--- src/rtl/ps2_host_tx.sv ---
// PS/2 host-to-device transmitter: inhibits the bus, issues a request-to-send,
// then shifts a byte plus odd parity out on device clock edges and checks the ACK.
module ps2_host_tx #(
    parameter int INHIBIT_CYCLES = 5000,
    parameter int TIMEOUT_CYCLES = 750000
) (
    input  logic       clk,
    input  logic       rst,
    input  logic [7:0] tx_data,
    input  logic       tx_valid,
    output logic       tx_ready,
    input  logic       ps2_clk_in,
    input  logic       ps2_data_in,
    output logic       ps2_clk_oe,
    output logic       ps2_data_oe,
    output logic       done,
    output logic       nack,
    output logic       timeout
);

    localparam int CNT_MAX = (INHIBIT_CYCLES > TIMEOUT_CYCLES) ? INHIBIT_CYCLES : TIMEOUT_CYCLES;
    localparam int CNT_W   = $clog2(CNT_MAX + 1);
    localparam logic [CNT_W-1:0] INH_LAST = CNT_W'(INHIBIT_CYCLES - 1);
    localparam logic [CNT_W-1:0] INH_DATA = CNT_W'(INHIBIT_CYCLES - 2);
    localparam logic [CNT_W-1:0] TMO_LAST = CNT_W'(TIMEOUT_CYCLES - 1);

    typedef enum logic [2:0] {
        IDLE,
        INHIBIT,
        START,
        SHIFT,
        ACK,
        WAIT_IDLE
    } state_t;

    state_t           state_reg, state_next;
    logic [CNT_W-1:0] cnt_reg, cnt_next;
    logic [3:0]       edge_reg, edge_next;
    logic [8:0]       shift_reg, shift_next;
    logic             clk_oe_reg, clk_oe_next;
    logic             data_oe_reg, data_oe_next;
    logic             done_reg, done_next;
    logic             nack_reg, nack_next;
    logic             timeout_reg, timeout_next;

    // Index 0 carries the PS/2 clock, index 1 the PS/2 data line.
    logic [1:0] pin_in;
    logic [1:0] sync1_reg;
    logic [1:0] sync2_reg;
    logic       clk_prev_reg;
    logic       fall;

    assign pin_in = {ps2_data_in, ps2_clk_in};

    generate
        for (genvar gi = 0; gi < 2; gi++) begin : g_sync
            always_ff @(posedge clk) begin
                if (rst) begin
                    sync1_reg[gi] <= 1'b1;
                    sync2_reg[gi] <= 1'b1;
                end else begin
                    sync1_reg[gi] <= pin_in[gi];
                    sync2_reg[gi] <= sync1_reg[gi];
                end
            end
        end
    endgenerate

    always_ff @(posedge clk) begin
        if (rst) begin
            clk_prev_reg <= 1'b1;
        end else begin
            clk_prev_reg <= sync2_reg[0];
        end
    end

    assign fall = clk_prev_reg & ~sync2_reg[0];

    always_ff @(posedge clk) begin
        if (rst) begin
            state_reg   <= IDLE;
            cnt_reg     <= '0;
            edge_reg    <= '0;
            shift_reg   <= '0;
            clk_oe_reg  <= 1'b0;
            data_oe_reg <= 1'b0;
            done_reg    <= 1'b0;
            nack_reg    <= 1'b0;
            timeout_reg <= 1'b0;
        end else begin
            state_reg   <= state_next;
            cnt_reg     <= cnt_next;
            edge_reg    <= edge_next;
            shift_reg   <= shift_next;
            clk_oe_reg  <= clk_oe_next;
            data_oe_reg <= data_oe_next;
            done_reg    <= done_next;
            nack_reg    <= nack_next;
            timeout_reg <= timeout_next;
        end
    end

    always_comb begin
        state_next   = state_reg;
        cnt_next     = cnt_reg;
        edge_next    = edge_reg;
        shift_next   = shift_reg;
        clk_oe_next  = clk_oe_reg;
        data_oe_next = data_oe_reg;
        done_next    = 1'b0;
        nack_next    = 1'b0;
        timeout_next = 1'b0;

        case (state_reg)
            IDLE: begin
                if (tx_valid && tx_ready) begin
                    shift_next   = {~^tx_data, tx_data};
                    edge_next    = '0;
                    cnt_next     = '0;
                    clk_oe_next  = 1'b1;
                    data_oe_next = (INHIBIT_CYCLES == 1);
                    state_next   = INHIBIT;
                end
            end

            INHIBIT: begin
                // The start bit is asserted on the last inhibit cycle so the
                // device sees data low the moment the clock is released.
                if (cnt_reg == INH_LAST) begin
                    clk_oe_next = 1'b0;
                    cnt_next    = '0;
                    state_next  = START;
                end else begin
                    cnt_next = cnt_reg + CNT_W'(1);
                    if (cnt_reg == INH_DATA) begin
                        data_oe_next = 1'b1;
                    end
                end
            end

            START, SHIFT, ACK, WAIT_IDLE: begin
                cnt_next = cnt_reg + CNT_W'(1);
                if (fall) begin
                    cnt_next = '0;
                    if (state_reg == ACK) begin
                        if (sync2_reg[1]) begin
                            nack_next  = 1'b1;
                            state_next = IDLE;
                        end else begin
                            state_next = WAIT_IDLE;
                        end
                    end else if (state_reg != WAIT_IDLE) begin
                        edge_next = edge_reg + 4'd1;
                        if (edge_reg == 4'd9) begin
                            data_oe_next = 1'b0;
                            state_next   = ACK;
                        end else begin
                            data_oe_next = ~shift_reg[0];
                            shift_next   = {1'b0, shift_reg[8:1]};
                            state_next   = SHIFT;
                        end
                    end
                end else if (cnt_reg == TMO_LAST) begin
                    clk_oe_next  = 1'b0;
                    data_oe_next = 1'b0;
                    timeout_next = 1'b1;
                    state_next   = IDLE;
                end else if (state_reg == WAIT_IDLE && sync2_reg[0] && sync2_reg[1]) begin
                    done_next  = 1'b1;
                    state_next = IDLE;
                end
            end

            default: begin
                state_next   = IDLE;
                clk_oe_next  = 1'b0;
                data_oe_next = 1'b0;
            end
        endcase
    end

    // Ready is held off during the completion pulse so a new byte cannot
    // be accepted in the same cycle the previous one reports its outcome.
    assign tx_ready    = (state_reg == IDLE) && !(done_reg || nack_reg || timeout_reg);
    assign ps2_clk_oe  = clk_oe_reg;
    assign ps2_data_oe = data_oe_reg;
    assign done        = done_reg;
    assign nack        = nack_reg;
    assign timeout     = timeout_reg;

endmodule
--- config.mk ---
export PLATFORM = sky130hd
export DESIGN_NAME = ps2_host_tx
export DESIGN_NICKNAME = d
export VERILOG_FILES = /design/src/rtl/ps2_host_tx.sv
export SDC_FILE = /design/constraint.sdc
export NUM_CORES = 1
export LEC_CHECK = 0
export CORE_ASPECT_RATIO = 2
export CORE_MARGIN = 5
export CORE_UTILIZATION = 50
export DETAILED_ROUTE_END_ITERATION = 8
export PLACE_DENSITY_LB_ADDON = 0.08
export SYNTH_ARGS = -nofsm -noshare
export SYNTH_HDL_FRONTEND = slang
export SYNTH_SLANG_ARGS = --single-unit
--- constraint.sdc ---
create_clock -name clk -period 2.2 [get_ports clk]
set_input_delay 0.44 -clock clk [delete_from_list [all_inputs] [get_ports clk]]
set_output_delay 0.44 -clock clk [all_outputs]
set_load 0.01 [all_outputs]
==> out/metrics.csv, run 1 <==
stage;metric;value;unit
timing;hold_viol;0;
synth;syn-instance-count;275;
timing;post-route-period-util;88.6;%
synth;ys.flop_type;dfxtp_1;
pwr;ir_drop;0.000388;V
critical_path;required;2430;ps
synth;ys_types;50;
timing;max_slew_margin;67.9;%
pwr;power;1.73;mW
drt;wirelength;5280;µm
final_layout;antenna_cells;0;
cts;cts_tree;done;
final_layout;drive_gt1_share;13.5;%
die;chipWidth;58.7;µm
timing;skew;7.36;ps
final_layout;final_common_cell;dfxtp_1;
die;start_util;51.5;%
drt;wire_per_inst;14.5;µm
status;outcome;finished clean;
timing;finalCriticalPeriod;1950;ps
min_path;hold_path_class;reg2reg;
final_layout;fill_cells;444;
drt;initialDrtViolationCount;61;
die;pin_count;19;
cts;htree_levels;2;
critical_path;crit_type;in2reg;
global_route;antenna_found_initial;0;
cts;clk_path_buf_depth;2;
timing;rsz0062_at_grt;false;
global_route;grt_pass1_wl;9180;µm
drt;first_pass_iters;5;
timing;finalWorstSetupSlack;252;ps
timing;slew_viol_final;0;
global_route;grt_usage;18.9;%
timing;setup_violations;0;
cts;clk_pin_slew;80;ps
placement;gp_congestion;0.853;
cts;cts_buffers;5;
final_layout;fin_nets;327;
cts;clock_latency;300;ps
die;dieHeight;107;µm
global_route;grt_pass1_vias;2093;
drt;antenna_left;0;
critical_path;critPathMaxFanout;6;
placement;dp_hpwl;4130;µm
pwr;p_leak;1.06;nW
drt;drc;0;
final_layout;mostFrequentLayoutCells;46 x dfxtp_1, 37 x nor2_1, 20 x nand2_1, 20 x buf_4, 17 x clkdlybuf4s50_1;
final_layout;seqCellArea;921;µm²
synth;yosys_register_bits;46;
synth;synth.avg_cell_area;8.61;µm²
drt;route.vias.total;2038;
synth;yosys_warnings;0;
final_layout;final_core_util;61.1;%
synth;synth_edf_count;0;
critical_path;cp-start-kind;input port;
final_layout;area_delta_synth_final;18.7;%
critical_path;endpoint_kind;flop;
synth;syn_area;0.00237;mm²
timing;max_freq;513;MHz
die;rows;35;
placement;pre_cts_ws;-57.6;ps
final_layout;multiInputGateArea;0.00136;mm²
critical_path;rrSetupSlack;270;ps
cts;cts_num_sinks;46;
synth;synth_nets;292;
drt;vias_per_cell;5.58;
pwr;power_density;614;mW/mm²
final_layout;largest_register_ffs;20;
timing;worst_slew_pin_slew;477;ps
placement;port_buffers;18;
global_route;grt-ovfl-total;0;
run;drv_cap;0;
global_route;grt_max_degree;20;
die;core;0.00460;mm²
cts;cts_root_buf;clkbuf_8;
synth;synth-seq-area-share;38.9;%
critical_path;arrival;2180;ps
die;die-area;0.00629;mm²
synth;ys_async_sr_fraction;0;%
worst paths after layout:
check | startpoint | end | cells after the start
hold / removal | sync1_reg[1]$_SDFF_PP1_ | sync2_reg[1]$_SDFF_PP1_ | 1
setup reg to reg | cnt_reg[13]$_SDFFE_PP0P_ | state_reg[1]$_SDFFE_PP0P_ | 6
setup / recovery | tx_valid | edge_reg[3]$_SDFFE_PP0P_ | 6
hold reg to reg | sync1_reg[1]$_SDFF_PP1_ | sync2_reg[1]$_SDFF_PP1_ | 1
metrics by stage:
step | cells | setup TNS (ps) | cell area, µm² | hold WS, ps
floorplan | 275 | 0 | 2370 | 389
global placement | 358 | -69.9 | 2730 | 399
detailed placement | 358 | -108 | 2730 | 407
CTS | 365 | 0 | 2810 | 425
global route | 365 | 0 | 2810 | 424
finish | 365 | 0 | 2810 | 413
critical path, cell delays in order:
cell and delay (ps):
clkdlybuf4s50_1 450, nor4b_4 390, nand2_2 100, a21o_1 190, or4_1 460, a21oi_1 140
synthesized netlist by cell type (2+ instances only):
master | instances | area share (%)
nand2b_1 | 6 | 1.6
a31oi_1 | 4 | 1.1
nor4_1 | 4 | 1.1
buf_2 | 4 | 0.85
mux2i_1 | 10 | 4.2
a21oi_2 | 2 | 0.74
a21oi_1 | 14 | 3.0
nor2b_1 | 6 | 1.6
a211oi_1 | 8 | 2.5
a21o_1 | 3 | 0.95
ha_1 | 4 | 2.1
nor3b_1 | 3 | 0.95
nand3_1 | 9 | 1.9
xnor2_1 | 12 | 4.4
o21ai_0 | 7 | 1.5
nand2_1 | 20 | 3.2
nand3b_1 | 2 | 0.63
dfxtp_1 | 46 | 39
buf_6 | 3 | 1.4
nand4_1 | 9 | 2.4
clkbuf_1 | 4 | 0.63
nor3_1 | 9 | 1.9
or2_2 | 6 | 1.6
and3_1 | 4 | 1.1
inv_1 | 5 | 0.79
xor2_1 | 11 | 4.1
nor2_1 | 37 | 5.9
kinds of logic after synthesis:
| kind of cell | Yosys count | share of synthesized area (%) |
|---|---|---|
| simple gates | 126 | 28.3 |
| flops | 46 | 38.9 |
| xor+xnor | 24 | 9.20 |
| mux | 10 | 4.23 |
| buf+inv | 17 | 3.86 |
| fa+ha+maj | 4 | 2.11 |
| compound gates | 48 | 13.4 |
final cells by class:
cell class	count	share of cell area (%)
clock buffers	7	2.72
inverters	5	0.668
multi-input cells	212	48.2
flip-flops and latches	46	32.8
well taps	55	2.45
repair buffers	40	13.1
what timing repair did:
action | CTS | global route
hold buffers | 0 | 0
gates resized for setup | 1 | 0
endpoints found under the setup margin | 1 | 0
buffers inserted | 0 | 0
hold endpoints to repair | 0 | 0
power by group:
part | internal, mW | switching (mW) | total, mW
Clock | 0.219 | 0.265 | 0.484
Combinational | 0.178 | 0.174 | 0.351
Sequential | 0.870 | 0.0206 | 0.890
Total | 1.27 | 0.460 | 1.73
layer usage:
metal	vias up	share of wire [%]	track usage, %	wire (µm)
met5	-	0	0	0
met2	28	57	36.6	3010
met1	961	37	17.8	1930
li1	1033	-	-	-
met3	16	1.9	2.52	101
met4	0	4.4	10.5	234
Power figures use the tool's default switching activity.
==> run 2: changes to the inputs <==
GPL_TIMING_DRIVEN = 0   (was default)
PLACE_DENSITY = 0.7   (was default)
PLACE_DENSITY_LB_ADDON = default   (was 0.08)
==> out/metrics.csv, run 2 (synthesized netlist as in run 1, its figures left out) <==
stage;metric;value;unit
status;outcome;finished clean;
critical_path;cp-start-kind;input port;
drt;route.vias.total;2021;
critical_path;crit_type;in2reg;
pwr;ir_drop;0.000422;V
cts;cts_num_sinks;46;
timing;max_slew_margin;53.6;%
global_route;grt_max_degree;13;
timing;slew_viol_final;0;
die;chipWidth;58.7;µm
critical_path;endpoint_kind;flop;
pwr;power_density;636;mW/mm²
final_layout;drive_gt1_share;10.0;%
critical_path;critPathBufInv;1;
global_route;grt_pass1_wl;9180;µm
die;dieHeight;107;µm
critical_path;path_cells;clkdlybuf4s50_1, nor4b_4, nand2_2, a21o_1, or4_1, a21oi_1;
pwr;clock_power_share;29.7;%
cts;clock_latency;300;ps
final_layout;layout.cells.non_filler;354;
critical_path;critPathMaxFanout;8;
pwr;p_leak;0.990;nW
pwr;seq_power_share;51.8;%
cts;clk_pin_slew;80;ps
drt;drc;0;
global_route;grt_usage;18.8;%
timing;hold_viol;0;
die;pin_count;19;
final_layout;area_delta_synth_final;14.7;%
timing;finalWorstSetupSlack;119;ps
drt;initialDrtViolationCount;52;
final_layout;seqCellArea;921;µm²
critical_path;arrival;2310;ps
placement;dp_hpwl;4160;µm
timing;finalCriticalPeriod;2080;ps
placement;pre_cts_ws;-266;ps
placement;gp_congestion;0.879;
cts;cts_tree;done;
final_layout;final_core_util;59.1;%
placement;dp.cells;348;
global_route;grt-ovfl-total;0;
drt;wirelength;5370;µm
pwr;p_sw_share;27.0;%
placement;postPlaceCellArea;0.00262;mm²
timing;skew;8.39;ps
cts;htree_levels;2;
placement;port_buffers;18;
final_layout;stdcell_area;0.00272;mm²
critical_path;required;2430;ps
run;drv_cap;0;
timing;rsz0062_at_grt;true;
die;core;0.00460;mm²
final_layout;final_common_cell;dfxtp_1;
global_route;antenna_found_initial;0;
critical_path;critical-path-slowest-cell;or4_1;
pwr;p_sw;0.466;mW
cts;cts_setup_buffers;0;
cts;clk_path_buf_depth;2;
drt;first_pass_iters;4;
drt;antenna_left;0;
pwr;p_comb_share;18.5;%
pwr;p_int;1.26;mW
final_layout;fin_nets;317;
drt;wire_per_inst;15.2;µm
final_layout;multiInputGateArea;0.00137;mm²
drt;vias_per_cell;5.71;
global_route;grt_pass1_vias;2034;
die;rows;35;
cts;cts_buffers;5;
timing;worst_slew_pin_slew;691;ps
timing;setup_violations;0;
final_layout;mostFrequentLayoutCells;46 x dfxtp_1, 37 x nor2_1, 20 x nand2_1;
critical_path;max_stage_delay;490;ps
final_layout;fill_cells;449;
final_layout;largest_register_ffs;20;
final_layout;antenna_cells;0;
timing;post-route-period-util;94.6;%
timing;max_freq;480;MHz
cts;cts_root_buf;clkbuf_8;
die;die-area;0.00629;mm²
critical_path;path_delay_family;simple AND/OR/NAND/NOR gates;
die;start_util;51.5;%
min_path;hold_path_class;reg2reg;
[run 2: changes by cell type in the layout (fill, tap and decap cells not counted), sizes merged]
cell	change
buf	-14
clkbuf	+3
[run 2: routing by layer]
metal | up-vias | wire [µm] | GRT usage, %
li1 | 1018 | - | -
met1 | 970 | 1900 | 17.4
met2 | 25 | 3240 | 38.3
met3 | 8 | 129 | 3.12
met4 | 0 | 95 | 6.81
met5 | - | 0 | 0
[run 2: final timing paths]
kind | startpoint | end | slack [ps] | cells past startpoint
hold / removal | sync1_reg[0]$_SDFF_PP1_ | sync2_reg[0]$_SDFF_PP1_ | 410 | 1
setup reg to reg | cnt_reg[0]$_SDFFE_PP0P_ | state_reg[1]$_SDFFE_PP0P_ | 180 | 7
setup / recovery | tx_valid | edge_reg[3]$_SDFFE_PP0P_ | 120 | 6
hold reg to reg | sync1_reg[0]$_SDFF_PP1_ | sync2_reg[0]$_SDFF_PP1_ | 410 | 1
[run 2: cell type report]
class,instances,share of cell area (%)
plain buffers,12,2.67
flip-flops and latches,46,33.9
clock buffers,6,3.04
multi-input cells,212,50.6
repair buffers,18,6.59
well taps,55,2.53
inverters,5,0.691
[run 2: worst register-to-register path: cells and delay by family, from the launching register on]
kind            cells  cell delay, ps
compound gates      2             360
flops               1             420
fa+ha+maj           1             260
simple gates        4             900
[run 2: repair_timing]
action                     in CTS  in global routing
gates cloned                    0                  0
resized for setup               1                  3
pin swaps                       0                  0
setup endpoints to repair       1                  8
hold buffers                    0                  0
[run 2: power by group through the flow]
| stage | registers, mW | logic (mW) | clock network [mW] |
|---|---|---|---|
| final | 0.895 | 0.319 | 0.513 |
| after global routing | 0.899 | 0.356 | 0.558 |
| after CTS | 0.895 | 0.319 | 0.527 |
| after detailed placement | 0.915 | 0.320 | 0 |
| after global placement | 0.914 | 0.317 | 0 |
| after floorplan | 0.910 | 0.223 | 0 |
[run 2: metrics by stage]
stage,power [mW],setup TNS [ps],hold WS [ps]
after floorplan,1.13,0,389
after global placement,1.23,-2730,399
after CTS,1.74,0,416
final,1.73,0,413
after detailed placement,1.23,-2540,400
after global routing,1.81,-8.10,437
